===== config.mk =====
export PLATFORM = sky130hd
export DESIGN_NAME = key_multi_decoder_flat
export DESIGN_NICKNAME = d
export VERILOG_FILES = /design/src/rtl/key_multi_decoder_pkg.sv /design/src/rtl/key_multi_decoder_if.sv /design/src/rtl/key_multi_decoder_repeat_channel.sv /design/src/rtl/key_multi_decoder.sv /design/src/flat_wrapper.sv
export SDC_FILE = /design/constraint.sdc
export NUM_CORES = 1
export LEC_CHECK = 0
export CORE_MARGIN = 10
export CORE_UTILIZATION = 60
export CTS_CLUSTER_SIZE = 28
export DETAILED_ROUTE_END_ITERATION = 12
export PLACE_DENSITY = 0.8
export REMOVE_ABC_BUFFERS = 1
export SLEW_MARGIN = 0
export SYNTH_ARGS = -nofsm -noshare
export SYNTH_HDL_FRONTEND = slang
export SYNTH_SLANG_ARGS = --single-unit

===== constraint.sdc =====
create_clock -name clk -period 3 [get_ports clk]
set_clock_uncertainty 0.1 [all_clocks]
set_input_delay 0.6 -clock clk [delete_from_list [all_inputs] [get_ports clk]]
set_output_delay 0.6 -clock clk [all_outputs]
set_load 0.01 [all_outputs]

===== src/rtl/key_multi_decoder_pkg.sv =====
// Shared scan-code constants and repeat-state type for the PS/2 key decoder.
// Holds the counter-width helper used to size the typematic counters.
package kbd_pkg;

  localparam int unsigned KEY_W = 9;

  localparam logic [KEY_W-1:0] KEY_SPACE = 9'h029;
  localparam logic [KEY_W-1:0] KEY_LEFT  = 9'h16B;
  localparam logic [KEY_W-1:0] KEY_RIGHT = 9'h174;
  localparam logic [KEY_W-1:0] KEY_UP    = 9'h175;

  typedef enum logic [1:0] {
    IDLE,
    DELAY,
    REPEAT
  } rpt_state_t;

  function automatic int unsigned cnt_width(
    input int unsigned a,
    input int unsigned b
  );
    int unsigned m;
    m = (a > b) ? a : b;
    return $clog2(m + 1);
  endfunction

endpackage


===== src/rtl/key_multi_decoder_if.sv =====
// Scan-code input bundle and per-key result bundle of the key decoder.
// master: keyboard side (drives keyCode/make/brakee); slave: decoder.
interface key_multi_decoder_if #(
  parameter int unsigned NUM_KEYS = 4,
  parameter int unsigned KEY_W    = 9
);

  logic [KEY_W-1:0]    keyCode;
  logic                make;
  logic                brakee;
  logic [NUM_KEYS-1:0] keyIsPressed;
  logic [NUM_KEYS-1:0] keyPressPulse;
  logic [NUM_KEYS-1:0] keyReleasePulse;
  logic [NUM_KEYS-1:0] keyToggle;
  logic [NUM_KEYS-1:0] keyRepeatPulse;
  logic [NUM_KEYS-1:0] keyActionPulse;
  logic                anyPressed;

  modport master (
    output keyCode,
    output make,
    output brakee,
    input  keyIsPressed,
    input  keyPressPulse,
    input  keyReleasePulse,
    input  keyToggle,
    input  keyRepeatPulse,
    input  keyActionPulse,
    input  anyPressed
  );

  modport slave (
    input  keyCode,
    input  make,
    input  brakee,
    output keyIsPressed,
    output keyPressPulse,
    output keyReleasePulse,
    output keyToggle,
    output keyRepeatPulse,
    output keyActionPulse,
    output anyPressed
  );

endinterface


===== src/rtl/key_multi_decoder_repeat_channel.sv =====
// One tracked key: match, level, edge pulses, toggle and typematic repeat.
// Ports: clk/reset, i_key_code/i_make/i_brakee in; o_* per-key results out.
module key_repeat_channel
  import kbd_pkg::*;
#(
  parameter int unsigned       CODE_W        = 9,
  parameter logic [CODE_W-1:0] KEY_VALUE     = '0,
  parameter bit                REPEAT_EN     = 1'b1,
  parameter int unsigned       REPEAT_DELAY  = 25_000_000,
  parameter int unsigned       REPEAT_PERIOD = 5_000_000,
  parameter int unsigned       CNT_W         = 25
) (
  input  logic              clk,
  input  logic              reset,
  input  logic [CODE_W-1:0] i_key_code,
  input  logic              i_make,
  input  logic              i_brakee,
  output logic              o_pressed,
  output logic              o_press_pulse,
  output logic              o_release_pulse,
  output logic              o_toggle,
  output logic              o_repeat_pulse,
  output logic              o_action_pulse
);

  logic w_match;
  logic w_press;
  logic w_release;
  logic w_rpt;
  logic r_pressed;
  logic r_dly;
  logic r_toggle;

  assign w_match = (i_key_code == KEY_VALUE);

  // brakee has priority over make in the same cycle
  always_ff @(posedge clk) begin
    if (reset) begin
      r_pressed <= 1'b0;
      r_dly     <= 1'b0;
      r_toggle  <= 1'b0;
    end else begin
      if (w_match && i_brakee) begin
        r_pressed <= 1'b0;
      end else if (w_match && i_make) begin
        r_pressed <= 1'b1;
      end
      r_dly    <= r_pressed;
      r_toggle <= r_toggle ^ w_press;
    end
  end

  assign w_press   = r_pressed & ~r_dly;
  assign w_release = ~r_pressed & r_dly;

  generate
    if (REPEAT_EN) begin : g_rpt
      localparam logic [CNT_W-1:0] DLY_LAST =
        CNT_W'(REPEAT_DELAY - 1);
      localparam logic [CNT_W-1:0] PER_LAST =
        CNT_W'(REPEAT_PERIOD - 1);

      rpt_state_t       r_state;
      rpt_state_t       w_state_nxt;
      logic [CNT_W-1:0] r_cnt;
      logic [CNT_W-1:0] w_cnt_nxt;
      logic             w_fire;

      always_ff @(posedge clk) begin
        if (reset) begin
          r_state <= IDLE;
          r_cnt   <= '0;
        end else begin
          r_state <= w_state_nxt;
          r_cnt   <= w_cnt_nxt;
        end
      end

      // Counter value in DELAY is (cycles since press cycle - 1),
      // so the last count lands exactly REPEAT_DELAY after it.
      always_comb begin
        w_state_nxt = r_state;
        w_cnt_nxt   = r_cnt;
        w_fire      = 1'b0;
        if (!r_pressed) begin
          w_state_nxt = IDLE;
          w_cnt_nxt   = '0;
        end else begin
          unique case (r_state)
            IDLE: begin
              if (w_press) begin
                w_state_nxt = DELAY;
                w_cnt_nxt   = '0;
              end
            end
            DELAY: begin
              if (r_cnt == DLY_LAST) begin
                w_fire      = 1'b1;
                w_state_nxt = REPEAT;
                w_cnt_nxt   = '0;
              end else begin
                w_cnt_nxt = r_cnt + 1'b1;
              end
            end
            REPEAT: begin
              if (r_cnt == PER_LAST) begin
                w_fire    = 1'b1;
                w_cnt_nxt = '0;
              end else begin
                w_cnt_nxt = r_cnt + 1'b1;
              end
            end
            default: begin
              w_state_nxt = IDLE;
              w_cnt_nxt   = '0;
            end
          endcase
        end
      end

      assign w_rpt = w_fire;
    end else begin : g_norpt
      assign w_rpt = 1'b0;
    end
  endgenerate

  assign o_pressed       = r_pressed;
  assign o_press_pulse   = w_press;
  assign o_release_pulse = w_release;
  assign o_toggle        = r_toggle;
  assign o_repeat_pulse  = w_rpt;
  assign o_action_pulse  = w_press | w_rpt;

endmodule


===== src/rtl/key_multi_decoder.sv =====
// Multi-key PS/2 decoder: NUM_KEYS independent key channels + anyPressed.
// Ports: clk, reset (sync, active-high), bus (slave side of the key bundle).
module key_multi_decoder #(
  parameter int unsigned NUM_KEYS = 4,
  parameter int unsigned KEY_W    = 9,
  parameter logic [NUM_KEYS*KEY_W-1:0] KEY_VALUES = {
    kbd_pkg::KEY_UP,
    kbd_pkg::KEY_RIGHT,
    kbd_pkg::KEY_LEFT,
    kbd_pkg::KEY_SPACE
  },
  parameter bit          REPEAT_EN     = 1'b1,
  parameter int unsigned REPEAT_DELAY  = 25_000_000,
  parameter int unsigned REPEAT_PERIOD = 5_000_000
) (
  input logic                 clk,
  input logic                 reset,
  key_multi_decoder_if.slave  bus
);

  localparam int unsigned CNT_W =
    kbd_pkg::cnt_width(REPEAT_DELAY, REPEAT_PERIOD);

  logic [NUM_KEYS-1:0] w_pressed;
  logic [NUM_KEYS-1:0] w_press;
  logic [NUM_KEYS-1:0] w_release;
  logic [NUM_KEYS-1:0] w_toggle;
  logic [NUM_KEYS-1:0] w_rpt;
  logic [NUM_KEYS-1:0] w_action;

  for (genvar g = 0; g < NUM_KEYS; g++) begin : g_ch
    key_repeat_channel #(
      .CODE_W       (KEY_W),
      .KEY_VALUE    (KEY_VALUES[g*KEY_W +: KEY_W]),
      .REPEAT_EN    (REPEAT_EN),
      .REPEAT_DELAY (REPEAT_DELAY),
      .REPEAT_PERIOD(REPEAT_PERIOD),
      .CNT_W        (CNT_W)
    ) u_ch (
      .clk            (clk),
      .reset          (reset),
      .i_key_code     (bus.keyCode),
      .i_make         (bus.make),
      .i_brakee       (bus.brakee),
      .o_pressed      (w_pressed[g]),
      .o_press_pulse  (w_press[g]),
      .o_release_pulse(w_release[g]),
      .o_toggle       (w_toggle[g]),
      .o_repeat_pulse (w_rpt[g]),
      .o_action_pulse (w_action[g])
    );
  end

  assign bus.keyIsPressed    = w_pressed;
  assign bus.keyPressPulse   = w_press;
  assign bus.keyReleasePulse = w_release;
  assign bus.keyToggle       = w_toggle;
  assign bus.keyRepeatPulse  = w_rpt;
  assign bus.keyActionPulse  = w_action;
  assign bus.anyPressed      = |w_pressed;

endmodule


===== src/flat_wrapper.sv =====
// flat-port wrapper written by rule: the top's interface ports become plain ports
module key_multi_decoder_flat 
#(
  parameter int unsigned NUM_KEYS = 4,
  parameter int unsigned KEY_W    = 9,
  parameter logic [NUM_KEYS*KEY_W-1:0] KEY_VALUES = {
    kbd_pkg::KEY_UP,
    kbd_pkg::KEY_RIGHT,
    kbd_pkg::KEY_LEFT,
    kbd_pkg::KEY_SPACE
  },
  parameter bit          REPEAT_EN     = 1'b1,
  parameter int unsigned REPEAT_DELAY  = 25_000_000,
  parameter int unsigned REPEAT_PERIOD = 5_000_000
)
  (clk, reset, bus_keyCode, bus_make, bus_brakee, bus_keyIsPressed, bus_keyPressPulse, bus_keyReleasePulse, bus_keyToggle, bus_keyRepeatPulse, bus_keyActionPulse, bus_anyPressed);
  key_multi_decoder_if #(.NUM_KEYS(NUM_KEYS), .KEY_W(KEY_W)) bus_i ();
  input logic clk;
  input logic reset;
  input wire logic [$bits(bus_i.keyCode)-1:0] bus_keyCode;
  input wire logic [$bits(bus_i.make)-1:0] bus_make;
  input wire logic [$bits(bus_i.brakee)-1:0] bus_brakee;
  output wire logic [$bits(bus_i.keyIsPressed)-1:0] bus_keyIsPressed;
  output wire logic [$bits(bus_i.keyPressPulse)-1:0] bus_keyPressPulse;
  output wire logic [$bits(bus_i.keyReleasePulse)-1:0] bus_keyReleasePulse;
  output wire logic [$bits(bus_i.keyToggle)-1:0] bus_keyToggle;
  output wire logic [$bits(bus_i.keyRepeatPulse)-1:0] bus_keyRepeatPulse;
  output wire logic [$bits(bus_i.keyActionPulse)-1:0] bus_keyActionPulse;
  output wire logic [$bits(bus_i.anyPressed)-1:0] bus_anyPressed;
  assign bus_i.keyCode = bus_keyCode;
  assign bus_i.make = bus_make;
  assign bus_i.brakee = bus_brakee;
  assign bus_keyIsPressed = bus_i.keyIsPressed;
  assign bus_keyPressPulse = bus_i.keyPressPulse;
  assign bus_keyReleasePulse = bus_i.keyReleasePulse;
  assign bus_keyToggle = bus_i.keyToggle;
  assign bus_keyRepeatPulse = bus_i.keyRepeatPulse;
  assign bus_keyActionPulse = bus_i.keyActionPulse;
  assign bus_anyPressed = bus_i.anyPressed;
  key_multi_decoder #(.NUM_KEYS(NUM_KEYS), .KEY_W(KEY_W), .KEY_VALUES(KEY_VALUES), .REPEAT_EN(REPEAT_EN), .REPEAT_DELAY(REPEAT_DELAY), .REPEAT_PERIOD(REPEAT_PERIOD)) u_core (.clk(clk), .reset(reset), .bus(bus_i));
endmodule

==> results of run 1 <==
==> metrics by stage <==
step           setup TNS (ns)  cell area [um^2]  utilization (%)  power [mW]
2_1_floorplan               0              6360                -        1.63
3_3_place_gp         -0.00882              7200             66.1        1.66
3_5_place_dp          -0.0348              7200             66.1        1.66
4_1_cts                -0.189              7810             71.8        3.59
5_1_grt                -0.391              7950             73.0        3.66
6_report               -0.147              7950             73.0        3.56
==> kinds of logic (layout without fill, tap and decap cells) <==
group / count (synthesis) / in the layout / synth area share [%]
simple gates: 433 / 433 / 33.3
flops: 120 / 120 / 36.0
compound gates: 109 / 109 / 11.3
buf+inv: 85 / 143 / 6.63
xor+xnor: 66 / 66 / 8.65
fa+ha+maj: 20 / 20 / 3.75
mux: 3 / 3 / 0.450
==> synthesized netlist by cell type (5+ instances only) <==
master and n:
dfxtp_1 120, nor2_1 111, nand2_1 84, nand3_1 62, xor2_1 35, nand4_1 34, inv_1 32, xnor2_1 31
buf_4 26, a21oi_1 25, and3_1 20, ha_1 20, nor3_1 20, nor4_1 19, o21ai_0 16, or4_1 16
clkbuf_1 15, a31oi_1 11, nand2b_1 10, and2_1 8, buf_2 8, a211oi_1 7, and4_1 7, o31ai_1 7
or2_2 7, nor4bb_1 6, o211ai_1 6, a21o_1 5, a22oi_1 5, nor2b_1 5, or3_1 5
==> area by class of cell <==
type	instances	area, um^2
clock buffers	20	445
clock inverters	12	119
fillers	833	2940
inverters	33	124
multi-input cells	631	4010
flip-flops and latches	120	2430
well taps	140	175
repair buffers	78	646
==> placed cells by master (no fill, tap or decap), types with 16 or more instances in the layout <==
master,synthesis,routed
a21oi_1,25,25
nand2_1,84,84
nor2_1,111,109
clkdlybuf4s50_1,0,29
inv_1,32,32
clkbuf_16,0,16
dfxtp_1,120,104
xor2_1,35,35
nand3_1,62,62
xnor2_1,31,31
buf_4,26,41
nor3_1,20,17
and3_1,20,19
nand4_1,34,34
ha_1,20,17
==> worst paths after layout <==
kind / startpoint / cells after the start / slack (ns) / end
worst max-delay path: u_core.g_ch[1].u_ch.g_rpt.r_cnt[12] / 6 / -0.09 / bus_keyActionPulse[1]
worst min-delay path: u_core.g_ch[0].u_ch.g_rpt.r_state[0] / 2 / 0.39 / u_core.g_ch[0].u_ch.g_rpt.r_state[0]
worst max register to register: u_core.g_ch[1].u_ch.g_rpt.r_cnt[12] / 8 / 0.42 / u_core.g_ch[1].u_ch.g_rpt.r_cnt[21]
worst min register to register: u_core.g_ch[0].u_ch.g_rpt.r_state[0] / 2 / 0.39 / u_core.g_ch[0].u_ch.g_rpt.r_state[0]
==> registers in the layout (all words and copies together) (netlist names) <==
register and flops:
u_core.g_ch.u_ch.g_rpt.r_cnt 100, u_core.g_ch.u_ch.o_toggle 4, u_core.g_ch.u_ch.o_pressed 4, u_core.g_ch.u_ch.g_rpt.r_state 8, u_core.g_ch.u_ch.r_dly 4
==> per-layer routing <==
metal	vias to the layer above	part of all wire, %
met5	-	0
met4	0	2.1
met3	39	6.9
met2	232	49
met1	2902	42
li1	3051	-
==> worst register-to-register path, cell delays in order, from the launching register on <==
cell	delay [ns]
dfxtp_2	0.32
or4_4	0.52
or4_4	0.46
buf_4	0.16
o311ai_4	0.29
a21oi_1	0.13
buf_4	0.19
a21o_1	0.16
a21o_1	0.17
==> power groups by stage <==
stage                     Clock [mW]  Sequential, mW  Combinational [mW]
after floorplan                    0            1.63             0.00529
after global placement             0            1.63              0.0303
after detailed placement           0            1.63              0.0309
after CTS                       1.96            1.59              0.0310
after global routing            2.04            1.59              0.0332
final                           1.94            1.59              0.0314
==> what timing repair did <==
action | 4_1_cts | 5_1_grt
resized for setup | 42 | 37
pin swaps | 6 | 10
buffers inserted | 1 | 1
setup endpoints to repair | 8 | 8
==> results.json, run 1 <==
{
  "yosys-top-cells-area": "dfxtp_1, nor2_1, nand2_1, nand3_1, xor2_1",
  "top_usage_layer": "met2",
  "grt_use_met3_pct": 5.75,
  "synth.distinct_cells": 67,
  "critPathTopFamily": "simple AND/OR/NAND/NOR gates",
  "dp_hpwl_um": 11800,
  "antenna_found_initial": 0,
  "clk_pin_slew_ns": 0.06,
  "crit_top_cell": "or4_4",
  "cts_buffers": 17,
  "met1_usage_pct": 25.5,
  "fin_crit_ns": 3.09,
  "layout_setup_ws_ns": -0.0894,
  "track_usage_pct": 21.3,
  "synth_top_area_cell": "dfxtp_1",
  "whs_ns": 0.387,
  "cts_tree": "yes",
  "power.internal_mw": 2.76,
  "initial_core_util_pct": 61.4,
  "diodes": 0,
  "leakage_nw": 2.62,
  "rsz0062_at_grt": "true",
  "worstPathRequired_ns": 2.30,
  "syn_inst": 836,
  "worst_slew_pin_slew_ns": 0.820,
  "nets": 914,
  "synth_area_mm2": 0.00668,
  "synth_area_per_cell_um2": 7.99,
  "synth_ff_type": "dfxtp_1",
  "crit_arrival_ns": 2.39,
  "critPathKind": "reg2out",
  "hp-class": "reg2reg",
  "netlist.area_leader.share_pct": 36.0,
  "setup_viol": 2,
  "finalCritPeriodShare_pct": 103,
  "switching_share_pct": 22.4,
  "drt_pass1_iterations": 5,
  "routed_wl_um": 17000,
  "violations": "negative setup slack",
  "grt_start_max_net_pins": 18,
  "drc_errors": 0,
  "timing.fmax_mhz": 324,
  "yosysWarnings": 0,
  "slowest_stage": "or4_4",
  "pre_cts_ws_ns": -0.0348,
  "ys_async_sr_fraction_pct": 0,
  "die_height_um": 126,
  "fin_cells": 1034,
  "grt_pass1_vias": 6110,
  "drtIter0Drc": 537,
  "crit_fanout": 2,
  "grt-ovfl-total": 0,
  "max_stage_delay_ns": 0.52,
  "synth_edf_count": 0,
  "io-pin-count": 38,
  "pwr-share-comb_pct": 0.9,
  "seq_area_frac_synth_pct": 36.0,
  "row_count": 38,
  "setup.worst_path.start_class": "register",
  "cts_htree_levels": 4,
  "critPathCaptureType": "output pin",
  "max_cap_violations": 0,
  "timing.final.max_slew_violations": 0,
  "clock_sinks": 120,
  "relSlewSlack_pct": 45.0,
  "clock_power_share_pct": 54.4,
  "die_w_um": 126,
  "p_switching_mw": 0.799,
  "fp.coreArea_mm2": 0.0109,
  "crit_chain": "or4_4, or4_4, nor4_4, a22oi_2, o21ai_1, buf_2",
  "ys_ff_latch": 120,
  "routed_via_density": 6.02,
  "vias": 6224,
  "cts_root_buffer": "clkbuf_8",
  "worstSkewPairLatency_ns": 0.55,
  "irDropWorstVdd_mv": 0.448,
  "postRouteAntennaNets": 0,
  "grt_pass1_wl_um": 28600,
  "pwr-share-seq_pct": 44.7,
  "hold_viol": 0,
  "p_per_area_mw_per_mm2": 448,
  "cp.buffers_inverters": 1,
  "area_growth_pct": 19.0,
  "wl_per_cell_um": 16.4,
  "io_buffers": 37,
  "holdBufCountCts": 0,
  "cts.path.max_buffers": 2,
  "dp.cells": 1000,
  "gp_congestion": 0.933,
  "drive_gt1_share_pct": 15.1,
  "grtUsageMet2_pct": 35.5,
  "die_area_mm2": 0.0158,
  "status": "finished, violations left"
}
(Power assumes the default switching activity.)
==> run 2: changes to the inputs <==
--- a/config.mk
+++ b/config.mk
@@ -9,9 +9,10 @@
 export CORE_UTILIZATION = 60
 export CTS_CLUSTER_SIZE = 28
 export DETAILED_ROUTE_END_ITERATION = 12
+export GPL_TIMING_DRIVEN = 0
 export PLACE_DENSITY = 0.8
 export REMOVE_ABC_BUFFERS = 1
-export SLEW_MARGIN = 0
+export SLEW_MARGIN = 20
 export SYNTH_ARGS = -nofsm -noshare
 export SYNTH_HDL_FRONTEND = slang
 export SYNTH_SLANG_ARGS = --single-unit
==> run 2 against run 1 <==
Net effect: the run still ends with negative setup slack left; die area stayed put; maximum frequency is 0.40% higher; via count hardly changed; critical path depth stayed put; non-clock buffer count is 33 lower; final area is 2.8% lower; sequential power hardly changed; cell count is 3.2% lower; total power is 3.0% lower; first-iteration DRC count is 2.4% higher; count of clock-buffer cells in the layout is 5 higher; core utilization is 2.1 points lower; highest routed layer unchanged.
==> results.json, run 2 (synthesized netlist as in run 1, its figures left out) <==
{
  "dp.cells": 961,
  "setup_viol": 2,
  "die_height_um": 126,
  "num-fill-cells": 825,
  "crit_fanout": 2,
  "cts_root_buffer": "clkbuf_8",
  "drt_pass1_iterations": 7,
  "tns_ns": -0.137,
  "initial_core_util_pct": 61.4,
  "fin_cells": 1001,
  "worst_slew_pin_slew_ns": 1.12,
  "clock_sinks": 120,
  "row_count": 38,
  "irDropWorstVdd_mv": 0.493,
  "p_per_area_mw_per_mm2": 447,
  "relSlewSlack_pct": 23.4,
  "holdBufCountCts": 0,
  "postRouteAntennaNets": 0,
  "violations": "negative setup slack",
  "diodes": 0,
  "hold_viol": 0,
  "cts_tree": "yes",
  "grt_pass1_vias": 6072,
  "max_cap_violations": 0,
  "layout_commonest_cell": "nor2_1",
  "cts_buffers": 17,
  "pwr-share-seq_pct": 46.0,
  "cts.path.max_buffers": 2,
  "vias": 6230,
  "routed_wl_um": 16800,
  "setup.worst_path.start_class": "register",
  "timing.final.max_slew_violations": 0,
  "status": "finished, violations left",
  "power.internal_mw": 2.73,
  "layout_setup_ws_ns": -0.0773,
  "grt_pass1_wl_um": 28100,
  "finalCritPeriodShare_pct": 103,
  "cts_htree_levels": 4,
  "antenna_found_initial": 0,
  "crit_top_cell": "or4_4",
  "power_mw": 3.45,
  "dp_hpwl_um": 11500,
  "drc_errors": 0,
  "crit_arrival_ns": 2.38,
  "grt_start_max_net_pins": 18,
  "worstSkewPairLatency_ns": 0.53,
  "rsz0062_at_grt": "true",
  "critPathCaptureType": "output pin",
  "die_w_um": 126,
  "critPathKind": "reg2out",
  "max_stage_delay_ns": 0.52,
  "slowest_stage": "or4_4",
  "io_buffers": 37,
  "final_util_pct": 71.0,
  "leakage_nw": 2.45,
  "fin_crit_ns": 3.08,
  "gp_congestion": 0.911,
  "area_growth_pct": 15.7,
  "nets": 881,
  "track_usage_pct": 20.6,
  "clock_power_share_pct": 53.1,
  "largest_reg_flops": 100,
  "hp-class": "reg2reg",
  "fp.coreArea_mm2": 0.0109,
  "timing.fmax_mhz": 325,
  "switching_share_pct": 21.1,
  "p_switching_mw": 0.728,
  "drive_gt1_share_pct": 12.8,
  "worstPathRequired_ns": 2.30,
  "drtIter0Drc": 550,
  "largest-register": "u_core.g_ch.u_ch.g_rpt.r_cnt",
  "routed_via_density": 6.22,
  "die_area_mm2": 0.0158,
  "wl_per_cell_um": 16.8,
  "pwr-share-comb_pct": 0.9,
  "crit_chain": "or4_4, or4_4, nor4_4, a22oi_2, o21ai_1, buf_2",
  "largestRegisters": "u_core.g_ch.u_ch.g_rpt.r_cnt: 100 flops, u_core.g_ch.u_ch.g_rpt.r_state: 8 flops",
  "final_cell_mix": "nor2_1, dfxtp_1, nand2_1",
  "io-pin-count": 38,
  "grt-ovfl-total": 0,
  "clk_pin_slew_ns": 0.06
}
## run 2: changes by cell type in the layout (fill, tap and decap cells not counted), moves of 2 or more
cell | previous run | this run
clkinv_4 | 4 | 0
clkinv_2 | 1 | 4
dfxtp_1 | 104 | 98
inv_6 | 3 | 0
clkbuf_1 | 1 | 3
buf_4 | 41 | 8
dfxtp_2 | 12 | 17
nor4_2 | 7 | 5
clkbuf_8 | 3 | 6
## run 2: layer usage
metal | up-vias | part of all wire [%] | global-route usage (%)
li1 | 2999 | - | -
met1 | 2942 | 43 | 24.1
met2 | 240 | 49 | 34.8
met3 | 49 | 5.9 | 5.03
met4 | 0 | 2.8 | 9.01
met5 | - | 0 | 0
## run 2: power groups by stage
stage          sequential [mW]  clock, mW  combinational, mW
6_report                  1.59       1.83             0.0305
5_1_grt                   1.59       1.91             0.0324
4_1_cts                   1.59       1.85             0.0301
3_5_place_dp              1.63          0             0.0299
3_3_place_gp              1.63          0             0.0291
2_1_floorplan             1.63          0            0.00529
## run 2: final timing paths
check / startpoint / endpoint / slack, ns / depth (start not counted)
max: u_core.g_ch[1].u_ch.g_rpt.r_cnt[12] / bus_keyActionPulse[1] / -0.08 / 6
min: u_core.g_ch[0].u_ch.g_rpt.r_state[0] / u_core.g_ch[0].u_ch.g_rpt.r_state[0] / 0.39 / 2
max reg2reg: u_core.g_ch[2].u_ch.g_rpt.r_cnt[18] / u_core.g_ch[2].u_ch.g_rpt.r_cnt[20] / 0.24 / 6
min reg2reg: u_core.g_ch[0].u_ch.g_rpt.r_state[0] / u_core.g_ch[0].u_ch.g_rpt.r_state[0] / 0.39 / 2
## run 2: timing repair
action | in CTS | in global routing
gates resized for setup | 62 | 34
pin swaps | 8 | 11
hold endpoints to repair | 0 | 0
setup buffers | 2 | 6
endpoints found under the setup margin | 8 | 51
## run 2: metrics by stage
stage	worst slack, ns	hold WS, ns	instance area [um^2]
6_report	-0.0773	0.387	7730
5_1_grt	-0.183	0.417	7730
3_3_place_gp	-0.372	0.360	6910
4_1_cts	-0.0981	0.378	7590
2_1_floorplan	0.423	0.349	6360
3_5_place_dp	-0.449	0.372	6910
## run 2: layout make-up
class                           instances  area (um^2)  area share [%]
Multi-Input combinational cell        631         4050            52.4
Timing Repair Buffer                   45          398            5.15
Tap cell                              140          175            2.27
Sequential cell                       120         2440            31.6
Clock inverter                          7         42.5           0.551
Clock buffer                           25          494            6.40
Inverter                               33          124            1.60
## run 2: worst max-delay path: cells and delay by family (launching register included)
family	cells	cell delay, ns
AO/OA/AOI/OAI	2	0.24
buffers and inverters	1	0.14
AND/OR/NAND/NOR	3	1.12
flip-flops	1	0.34
